<file path="config.mk">
export PLATFORM = sky130hd
export DESIGN_NAME = karatsuba_pipe_flat
export DESIGN_NICKNAME = d
export VERILOG_FILES = /design/src/rtl/karatsuba_pkg.sv /design/src/rtl/karatsuba_if.sv /design/src/rtl/karatsuba_submul.sv /design/src/rtl/karatsuba_pipe.sv /design/src/flat_wrapper.sv
export SDC_FILE = /design/constraint.sdc
export NUM_CORES = 2
export LEC_CHECK = 0
export ABC_AREA = 1
export BUFFER_PORTS_ARGS = -buffer_cell sky130_fd_sc_hd__buf_2
export CAP_MARGIN = 15
export CORE_MARGIN = 2
export CORE_UTILIZATION = 25
export CTS_CLUSTER_DIAMETER = 50
export DETAILED_ROUTE_END_ITERATION = 6
export GPL_ROUTABILITY_DRIVEN = 1
export PLACE_DENSITY_LB_ADDON = 0.05
export RECOVER_POWER = 50
export SLEW_MARGIN = 15
export SYNTH_ARGS = -nofsm -noshare
export SYNTH_HDL_FRONTEND = slang
export SYNTH_SLANG_ARGS = --single-unit
</file>
<file path="constraint.sdc">
create_clock -name clk -period 16.4 [get_ports clk]
set_clock_uncertainty 0.05 [all_clocks]
set_input_delay 0.82 -clock clk [delete_from_list [all_inputs] [get_ports clk]]
set_output_delay 0.82 -clock clk [all_outputs]
set_load 0.05 [all_outputs]
</file>
<file path="src/rtl/karatsuba_pkg.sv">
// Shared constants and width helpers for the pipelined Karatsuba multiplier.
package karatsuba_pkg;

    localparam int unsigned KARA_LAT = 3;

    // Width of the middle product (xh+xl)*(yh+yl) for half-width h.
    function automatic int unsigned z1_width(input int unsigned h);
        return 2 * (h + 1);
    endfunction

endpackage

</file>
<file path="src/rtl/karatsuba_if.sv">
// Valid/ready operand and result streams of the Karatsuba multiplier.
interface karatsuba_if #(
    parameter int unsigned WIDTH = 32,
    parameter int unsigned TAG_W = 4
);
    logic               in_valid;
    logic               in_ready;
    logic [WIDTH-1:0]   a_i;
    logic [WIDTH-1:0]   b_i;
    logic               signed_i;
    logic [TAG_W-1:0]   tag_i;
    logic               out_valid;
    logic               out_ready;
    logic [2*WIDTH-1:0] c_o;
    logic [TAG_W-1:0]   tag_o;

    modport master (
        output in_valid, a_i, b_i, signed_i, tag_i, out_ready,
        input  in_ready, out_valid, c_o, tag_o
    );

    modport slave (
        input  in_valid, a_i, b_i, signed_i, tag_i, out_ready,
        output in_ready, out_valid, c_o, tag_o
    );
endinterface

</file>
<file path="src/rtl/karatsuba_submul.sv">
// Registered unsigned AW x AW multiply; holds its result while en is low.
module karatsuba_submul #(
    parameter int unsigned AW = 16
) (
    input  logic            clk,
    input  logic            en,
    input  logic [AW-1:0]   a,
    input  logic [AW-1:0]   b,
    output logic [2*AW-1:0] p
);
    localparam int unsigned PW = 2 * AW;

    always_ff @(posedge clk) begin
        if (en) begin
            p <= PW'(a) * PW'(b);
        end
    end
endmodule

</file>
<file path="src/rtl/karatsuba_pipe.sv">
// Three-stage Karatsuba multiplier: S1 sign/magnitude split, S2 three half products,
// S3 recombination and sign restore. A full output stalls every stage at once.
module karatsuba_pipe
    import karatsuba_pkg::*;
#(
    parameter int unsigned WIDTH = 32,
    parameter int unsigned TAG_W = 4
) (
    input logic        clk,
    input logic        rst,
    karatsuba_if.slave bus
);
    localparam int unsigned H   = WIDTH / 2;
    localparam int unsigned SW  = H + 1;
    localparam int unsigned Z1W = z1_width(H);
    localparam int unsigned PW  = 2 * WIDTH;

    logic             en;
    logic             out_valid_q;
    logic [PW-1:0]    c_q;
    logic [TAG_W-1:0] tag_q;

    assign en            = !(out_valid_q && !bus.out_ready);
    assign bus.in_ready  = en;
    assign bus.out_valid = out_valid_q;
    assign bus.c_o       = c_q;
    assign bus.tag_o     = tag_q;

    // S1: sign and magnitudes; |-2^(W-1)| still fits in W unsigned bits.
    logic [WIDTH-1:0] mag_a, mag_b;
    logic             in_sign;

    always_comb begin
        mag_a   = bus.a_i;
        mag_b   = bus.b_i;
        in_sign = 1'b0;
        if (bus.signed_i) begin
            if (bus.a_i[WIDTH-1]) mag_a = -bus.a_i;
            if (bus.b_i[WIDTH-1]) mag_b = -bus.b_i;
            in_sign = bus.a_i[WIDTH-1] ^ bus.b_i[WIDTH-1];
        end
    end

    logic             s1_valid_q, s1_sign_q;
    logic [TAG_W-1:0] s1_tag_q;
    logic [H-1:0]     s1_xh_q, s1_xl_q, s1_yh_q, s1_yl_q;
    logic [SW-1:0]    s1_sx_q, s1_sy_q;

    always_ff @(posedge clk) begin
        if (rst) begin
            s1_valid_q <= 1'b0;
        end else if (en) begin
            s1_valid_q <= bus.in_valid;
            s1_sign_q  <= in_sign;
            s1_tag_q   <= bus.tag_i;
            s1_xh_q    <= mag_a[WIDTH-1:H];
            s1_xl_q    <= mag_a[H-1:0];
            s1_yh_q    <= mag_b[WIDTH-1:H];
            s1_yl_q    <= mag_b[H-1:0];
            s1_sx_q    <= SW'(mag_a[WIDTH-1:H]) + SW'(mag_a[H-1:0]);
            s1_sy_q    <= SW'(mag_b[WIDTH-1:H]) + SW'(mag_b[H-1:0]);
        end
    end

    // S2: three half-width products instead of four.
    logic [2*H-1:0] z2, z0;
    logic [Z1W-1:0] z1;

    karatsuba_submul #(.AW(H))  u_z2 (.clk(clk), .en(en), .a(s1_xh_q), .b(s1_yh_q), .p(z2));
    karatsuba_submul #(.AW(H))  u_z0 (.clk(clk), .en(en), .a(s1_xl_q), .b(s1_yl_q), .p(z0));
    karatsuba_submul #(.AW(SW)) u_z1 (.clk(clk), .en(en), .a(s1_sx_q), .b(s1_sy_q), .p(z1));

    logic             s2_valid_q, s2_sign_q;
    logic [TAG_W-1:0] s2_tag_q;

    always_ff @(posedge clk) begin
        if (rst) begin
            s2_valid_q <= 1'b0;
        end else if (en) begin
            s2_valid_q <= s1_valid_q;
            s2_sign_q  <= s1_sign_q;
            s2_tag_q   <= s1_tag_q;
        end
    end

    // S3: m = z1 - z2 - z0 is the cross term xh*yl + xl*yh, never negative.
    logic [Z1W-1:0] m;
    logic [PW-1:0]  p, res;

    always_comb begin
        m   = z1 - Z1W'(z2) - Z1W'(z0);
        p   = {z2, {WIDTH{1'b0}}} + (PW'(m) << H) + PW'(z0);
        res = s2_sign_q ? -p : p;
    end

    always_ff @(posedge clk) begin
        if (rst) begin
            out_valid_q <= 1'b0;
            c_q         <= '0;
            tag_q       <= '0;
        end else if (en) begin
            out_valid_q <= s2_valid_q;
            if (s2_valid_q) begin
                c_q   <= res;
                tag_q <= s2_tag_q;
            end
        end
    end
endmodule

</file>
<file path="src/flat_wrapper.sv">
// flat-port wrapper written by rule: the top's interface ports become plain ports
module karatsuba_pipe_flat import karatsuba_pkg::*;
#(
    parameter int unsigned WIDTH = 32,
    parameter int unsigned TAG_W = 4
)
  (clk, rst, bus_in_valid, bus_a_i, bus_b_i, bus_signed_i, bus_tag_i, bus_out_ready, bus_in_ready, bus_out_valid, bus_c_o, bus_tag_o);
  karatsuba_if #(.WIDTH(WIDTH), .TAG_W(TAG_W)) bus_i ();
  input logic clk;
  input logic rst;
  input wire logic [$bits(bus_i.in_valid)-1:0] bus_in_valid;
  input wire logic [$bits(bus_i.a_i)-1:0] bus_a_i;
  input wire logic [$bits(bus_i.b_i)-1:0] bus_b_i;
  input wire logic [$bits(bus_i.signed_i)-1:0] bus_signed_i;
  input wire logic [$bits(bus_i.tag_i)-1:0] bus_tag_i;
  input wire logic [$bits(bus_i.out_ready)-1:0] bus_out_ready;
  output wire logic [$bits(bus_i.in_ready)-1:0] bus_in_ready;
  output wire logic [$bits(bus_i.out_valid)-1:0] bus_out_valid;
  output wire logic [$bits(bus_i.c_o)-1:0] bus_c_o;
  output wire logic [$bits(bus_i.tag_o)-1:0] bus_tag_o;
  assign bus_i.in_valid = bus_in_valid;
  assign bus_i.a_i = bus_a_i;
  assign bus_i.b_i = bus_b_i;
  assign bus_i.signed_i = bus_signed_i;
  assign bus_i.tag_i = bus_tag_i;
  assign bus_i.out_ready = bus_out_ready;
  assign bus_in_ready = bus_i.in_ready;
  assign bus_out_valid = bus_i.out_valid;
  assign bus_c_o = bus_i.c_o;
  assign bus_tag_o = bus_i.tag_o;
  karatsuba_pipe #(.WIDTH(WIDTH), .TAG_W(TAG_W)) u_core (.clk(clk), .rst(rst), .bus(bus_i));
endmodule
</file>
; ---- After elaboration in Yosys (flattened, before gate mapping)
; Cells that the tools add are included.
[classes]
add_sub_neg = 9
multipliers = 3
n_mux = 5
bitwise_logic = 3
reduce_logical = 5
[op_table]
columns = op, n
row1 = 32-bit two-way mux, 4
row2 = 34-bit by 32-bit subtractor with 34-bit output, 2
row3 = 64-bit by 32-bit adder with 64-bit output, 1
row4 = 64-bit by 50-bit adder with 64-bit output, 1
row5 = 16-bit by 16-bit multiplier with 32-bit output, 2
row6 = 64-bit two-way mux, 1
row7 = 32-bit negator, 2
row8 = 64-bit negator, 1
row9 = 16-bit by 16-bit adder with 17-bit output, 2
row10 = 17-bit by 17-bit multiplier with 34-bit output, 1
row11 = 2-bit AND reduction, 2
row12 = 1-bit zero test, 2
row13 = 1-bit inverter, 2
row14 = 1-bit logical AND, 1
row15 = 1-bit XOR, 1
[totals]
ff_bits = 277
wordCells = 43

; ---- Logic depth before layout (Yosys ltp)
[depth]
word_depth = 6
depth_mapped = 44
depth_no_buf = 44

; ---- Hierarchy
; A second synthesis with hierarchy kept.
[hier_totals]
hier_cells = 6787
hier_area_um2 = 49137.1
[by_module_without_submodules]
columns = mod, instances, cells_each, area_per_inst_um2, seq_area_each_um2
row1 = karatsuba_pipe, 1, 2435, 16585.9, 4664.5
row2 = karatsuba_submul at u_core.u_z1, 1, 1544, 11577.4, 1021.0
row3 = karatsuba_submul at u_core.u_z0, 1, 1407, 10508.8, 960.9
row4 = karatsuba_submul at u_core.u_z2, 1, 1401, 10465.0, 960.9

; ---- Least setup slack after synthesis
; OpenSTA, ideal clock, no wires.
[synth_timing]
kind = input -> register
start = input rst
end = register u_core.s1_sign_q (enable)
setup_time_ns = 0.576
arrival_ns = 5.760
required_ns = 15.774
slack_ns = 10.014
path_stages = 3
path_cell_list = clkbuf_1 > clkbuf_1 > nor2_1
[synth_between]
elab_chain_len = 2
[synth_rtl]
columns = item, line_no
row1 = "start, declared", flat_wrapper.sv:10  ; input logic rst;
row2 = 1-bit inverter (no source line), --
row3 = 2-bit AND reduction (no source line), --
row4 = "end signal, assigned", karatsuba_pipe.sv:54  ; s1_sign_q <= in_sign;
row5 = "end, declared", karatsuba_pipe.sv:44  ; logic s1_valid_q, s1_sign_q;
; Every way passes these cells.
; A chain may end at the register's enable or synchronous reset.

; ---- Final worst setup path
[layout_timing]
start = register u_core.s1_xl_q[10]
end = register u_core.u_z0.p[27] (data pin)
[layout_between]
elab_chain_len = 1
[layout_rtl]
columns = item, line_no
row1 = "start, declared", karatsuba_pipe.sv:46  ; logic [H-1:0] s1_xh_q, s1_xl_q, s1_yh_q, s1_yl_q;
row2 = "start signal, assigned", karatsuba_pipe.sv:57  ; s1_xl_q <= mag_a[H-1:0];
row3 = 16-bit by 16-bit multiplier with 32-bit output, karatsuba_submul.sv:15  ; p <= PW'(a) * PW'(b);
row4 = "end signal, assigned", karatsuba_submul.sv:15
row5 = "end, declared", karatsuba_submul.sv:9  ; output logic [2*AW-1:0] p
; Every way passes these cells.

==> impl_metrics.ini <==
[route]
num_vias = 36083
routed_wl_um = 162000
detail-route-antenna-nets = 0
first_pass_iters = 5
drtIter0Drc = 1855
drc = 0
vias_per_cell = 4.31
wl_per_cell_um = 19.4

[final_layout]
drive_gt1_share_pct = 4.34
area_growth_pct = 10.6
final_cell_mix = 1528 x nand2_1, 1455 x inv_1, 647 x fa_1
layout.nets = 7083
final_common_cell = nand2_1

[worst_setup_path]
crit_path_top_delay_cell = edfxtp_1
setup.worst_path.start_class = register
crit_path_frequent_cell = fa_1
cp_top_family = adder cells
cp_cell_sequence = nand2_1 > fa_1 > inv_1 > fa_1 > inv_1 > fa_1 > inv_1 > fa_1 > inv_1 > fa_1 > inv_1 > fa_1 > ha_1 > a21oi_1 > o21ai_0 > a21oi_1 > o21bai_1 > a31oi_1 > o21ai_1 > nand2_1 > nand2_1 > xor2_1
worstPathRequired_ns = 16.75
endpoint_kind = register
arrival_ns = 7.28
slowest_delay_ns = 1.12
cp_num_buf_inv = 5
crit_fanout = 16
path_class = reg2reg

[clock_tree]
cts_root_buf = clkbuf_16
ctsHoldBuffers = 0
numCtsBuffers = 55
postCtsSetupBuffers = 0
clockBufferDepth = 3
clk_pin_slew_ns = 0.06
cts_tree = yes
cts_sinks = 277
clk_latency_ns = 0.66
ctsResizeCount = 0
cts_max_level = 2

[floorplan]
boundaryPins = 143
row_count = 157
core_mm2 = 0.183
die-area_mm2 = 0.187
die_w_um = 432
start_util_pct = 25.1
die_height_um = 432

[sta]
final_max_slew_viol_count = 214
worst_slew_pin_slew_ns = 3.58
period_share_pct = 42.3
fmax_ghz = 0.144
rsz0062_at_grt = false
hold_violations = 0
final-setup-viol-count = 0
setup-tns-final_ns = 0
maxSlewHeadroom_pct = -139
fin_crit_ns = 6.93

[hold_path]
hold_path_class = in2reg

[synthesis]
yosysUniqueCellTypes = 50
syn_area_mm2 = 0.0459
ys_seq_area_share_pct = 16.6
synthArstFlopShare_pct = 0
yosysWarnings = 0
synthCells = 5943
synth_fp_nets = 7086
ys_seq_elements = 277
synth-edff-count = 206
avgSynthCellArea_um2 = 7.72
ys.flop_type = edfxtp_1

[grt]
grt_util_met3_pct = 1.69
grt_pass1_vias = 38947
overflow = 0
grt_max_degree = 85
grt.busiest_layer = met2
grtUsageTotal_pct = 17.6
grt_use_met1_pct = 25.8
met2_usage_pct = 28.3
antenna_found_initial = 4
grt_pass1_wl_um = 249000

[placed_design]
port_buffers = 142
hpwlAfterDp_um = 133000
place_congestion = 0.830

[status]
violations = max-capacitance violations, max-slew violations
status = complete, but fails checks

[flow_run]
cap_viol_max_count = 5
## per-layer routing
metal | routed length (um) | vias up | share of wire [%]
met3 | 5120 | 112 | 3.2
met5 | 0 | - | 0
met1 | 83000 | 17619 | 51
li1 | - | 17773 | -
met2 | 71700 | 579 | 44
met4 | 2530 | 0 | 1.6
## final timing paths
| path | startpoint | endpoint | slack, ns | cells past startpoint |
|---|---|---|---|---|
| setup / recovery | u_core.s1_xl_q[10] | u_core.u_z0.p[27] | 9.47 | 22 |
| hold / removal | bus_tag_i[3] | u_core.s1_tag_q[3] | 0.28 | 1 |
| setup reg to reg | u_core.s1_xl_q[10] | u_core.u_z0.p[27] | 9.47 | 22 |
| hold reg to reg | u_core.s1_tag_q[0] | u_core.s2_tag_q[0] | 0.37 | 0 |
## synth_stat cells (40+ instances only)
| cell | instances | area [um2] |
|---|---|---|
| clkbuf_1 | 224 | 841 |
| nand3_1 | 135 | 676 |
| nand2_1 | 1528 | 5740 |
| xnor2_1 | 82 | 718 |
| xor2_1 | 172 | 1510 |
| o21ai_0 | 131 | 656 |
| edfxtp_1 | 206 | 6190 |
| nand4_1 | 40 | 250 |
| a21oi_1 | 245 | 1230 |
| nor2_1 | 334 | 1250 |
| fa_1 | 647 | 13000 |
| dfxtp_1 | 71 | 1420 |
| ha_1 | 423 | 5290 |
| inv_1 | 1455 | 5460 |
## worst register-to-register path, cell delays in order, from the launching register on
cell,delay [ns]
edfxtp_1,1.12
nand2_1,0.22
fa_1,0.59
inv_1,0.05
fa_1,0.51
inv_1,0.07
fa_1,0.50
inv_1,0.05
fa_1,0.53
inv_1,0.06
fa_1,0.48
inv_1,0.05
fa_1,0.51
ha_1,0.38
a21oi_1,0.17
o21ai_0,0.09
a21oi_1,0.33
o21bai_1,0.15
a31oi_1,0.35
o21ai_1,0.15
nand2_1,0.08
nand2_1,0.05
xor2_1,0.14
## cell type report
class | instances | area, um2
sequential | 277 | 7610
antenna | 2 | 5.00
clock buffer | 62 | 1430
tap | 2385 | 2980
inverter | 1467 | 5510
fill | 20159 | 132000
timing repair buffer | 171 | 821
multi-input combinational | 3968 | 31900
clock inverter | 41 | 489
## metrics by stage
step / instance area [um2] / setup slack [ns] / hold slack, ns / std cells / utilization, %
after floorplan: 45900 / 10.01 / 0.350 / 5943 / -
after global placement: 48900 / 9.50 / 0.353 / 8268 / 26.8
after detailed placement: 48900 / 9.49 / 0.357 / 8268 / 26.8
after CTS: 50900 / 9.47 / 0.206 / 8371 / 27.8
after global routing: 50700 / 9.15 / 0.226 / 8371 / 27.8
final: 50700 / 9.47 / 0.277 / 8373 / 27.8
## registers in the layout, indices dropped and copies added, names as in the netlist
register,count
u_core.s1_sign_q,1
u_core.u_z0.p,32
u_core.bus.c_o,64
u_core.s1_sy_q,17
u_core.s2_valid_q,1
u_core.s2_sign_q,1
u_core.s1_xh_q,16
u_core.bus.tag_o,4
u_core.s1_valid_q,1
u_core.s1_tag_q,4
u_core.s1_yh_q,16
u_core.u_z1.p,34
u_core.u_z2.p,32
u_core.s1_yl_q,16
u_core.s2_tag_q,4
u_core.s1_sx_q,17
u_core.bus.out_valid,1
u_core.s1_xl_q,16
## cells by family (layout without fill, tap and decap cells)
kind of cell | count (synthesis) | in the layout | synth area share [%]
DFF | 277 | 277 | 16.6
adders and majority gates | 1070 | 1070 | 39.8
AOI/OAI and AO/OA | 495 | 495 | 6.00
buffers and inverters | 1698 | 1741 | 13.9
and+or+nand+nor | 2149 | 2149 | 18.9
xor gates and xnor gates | 254 | 254 | 4.85
other | 0 | 2 | 0
Power is not shown: default switching activity piles up to over one toggle a cycle in this logic, so the estimate is an artifact.
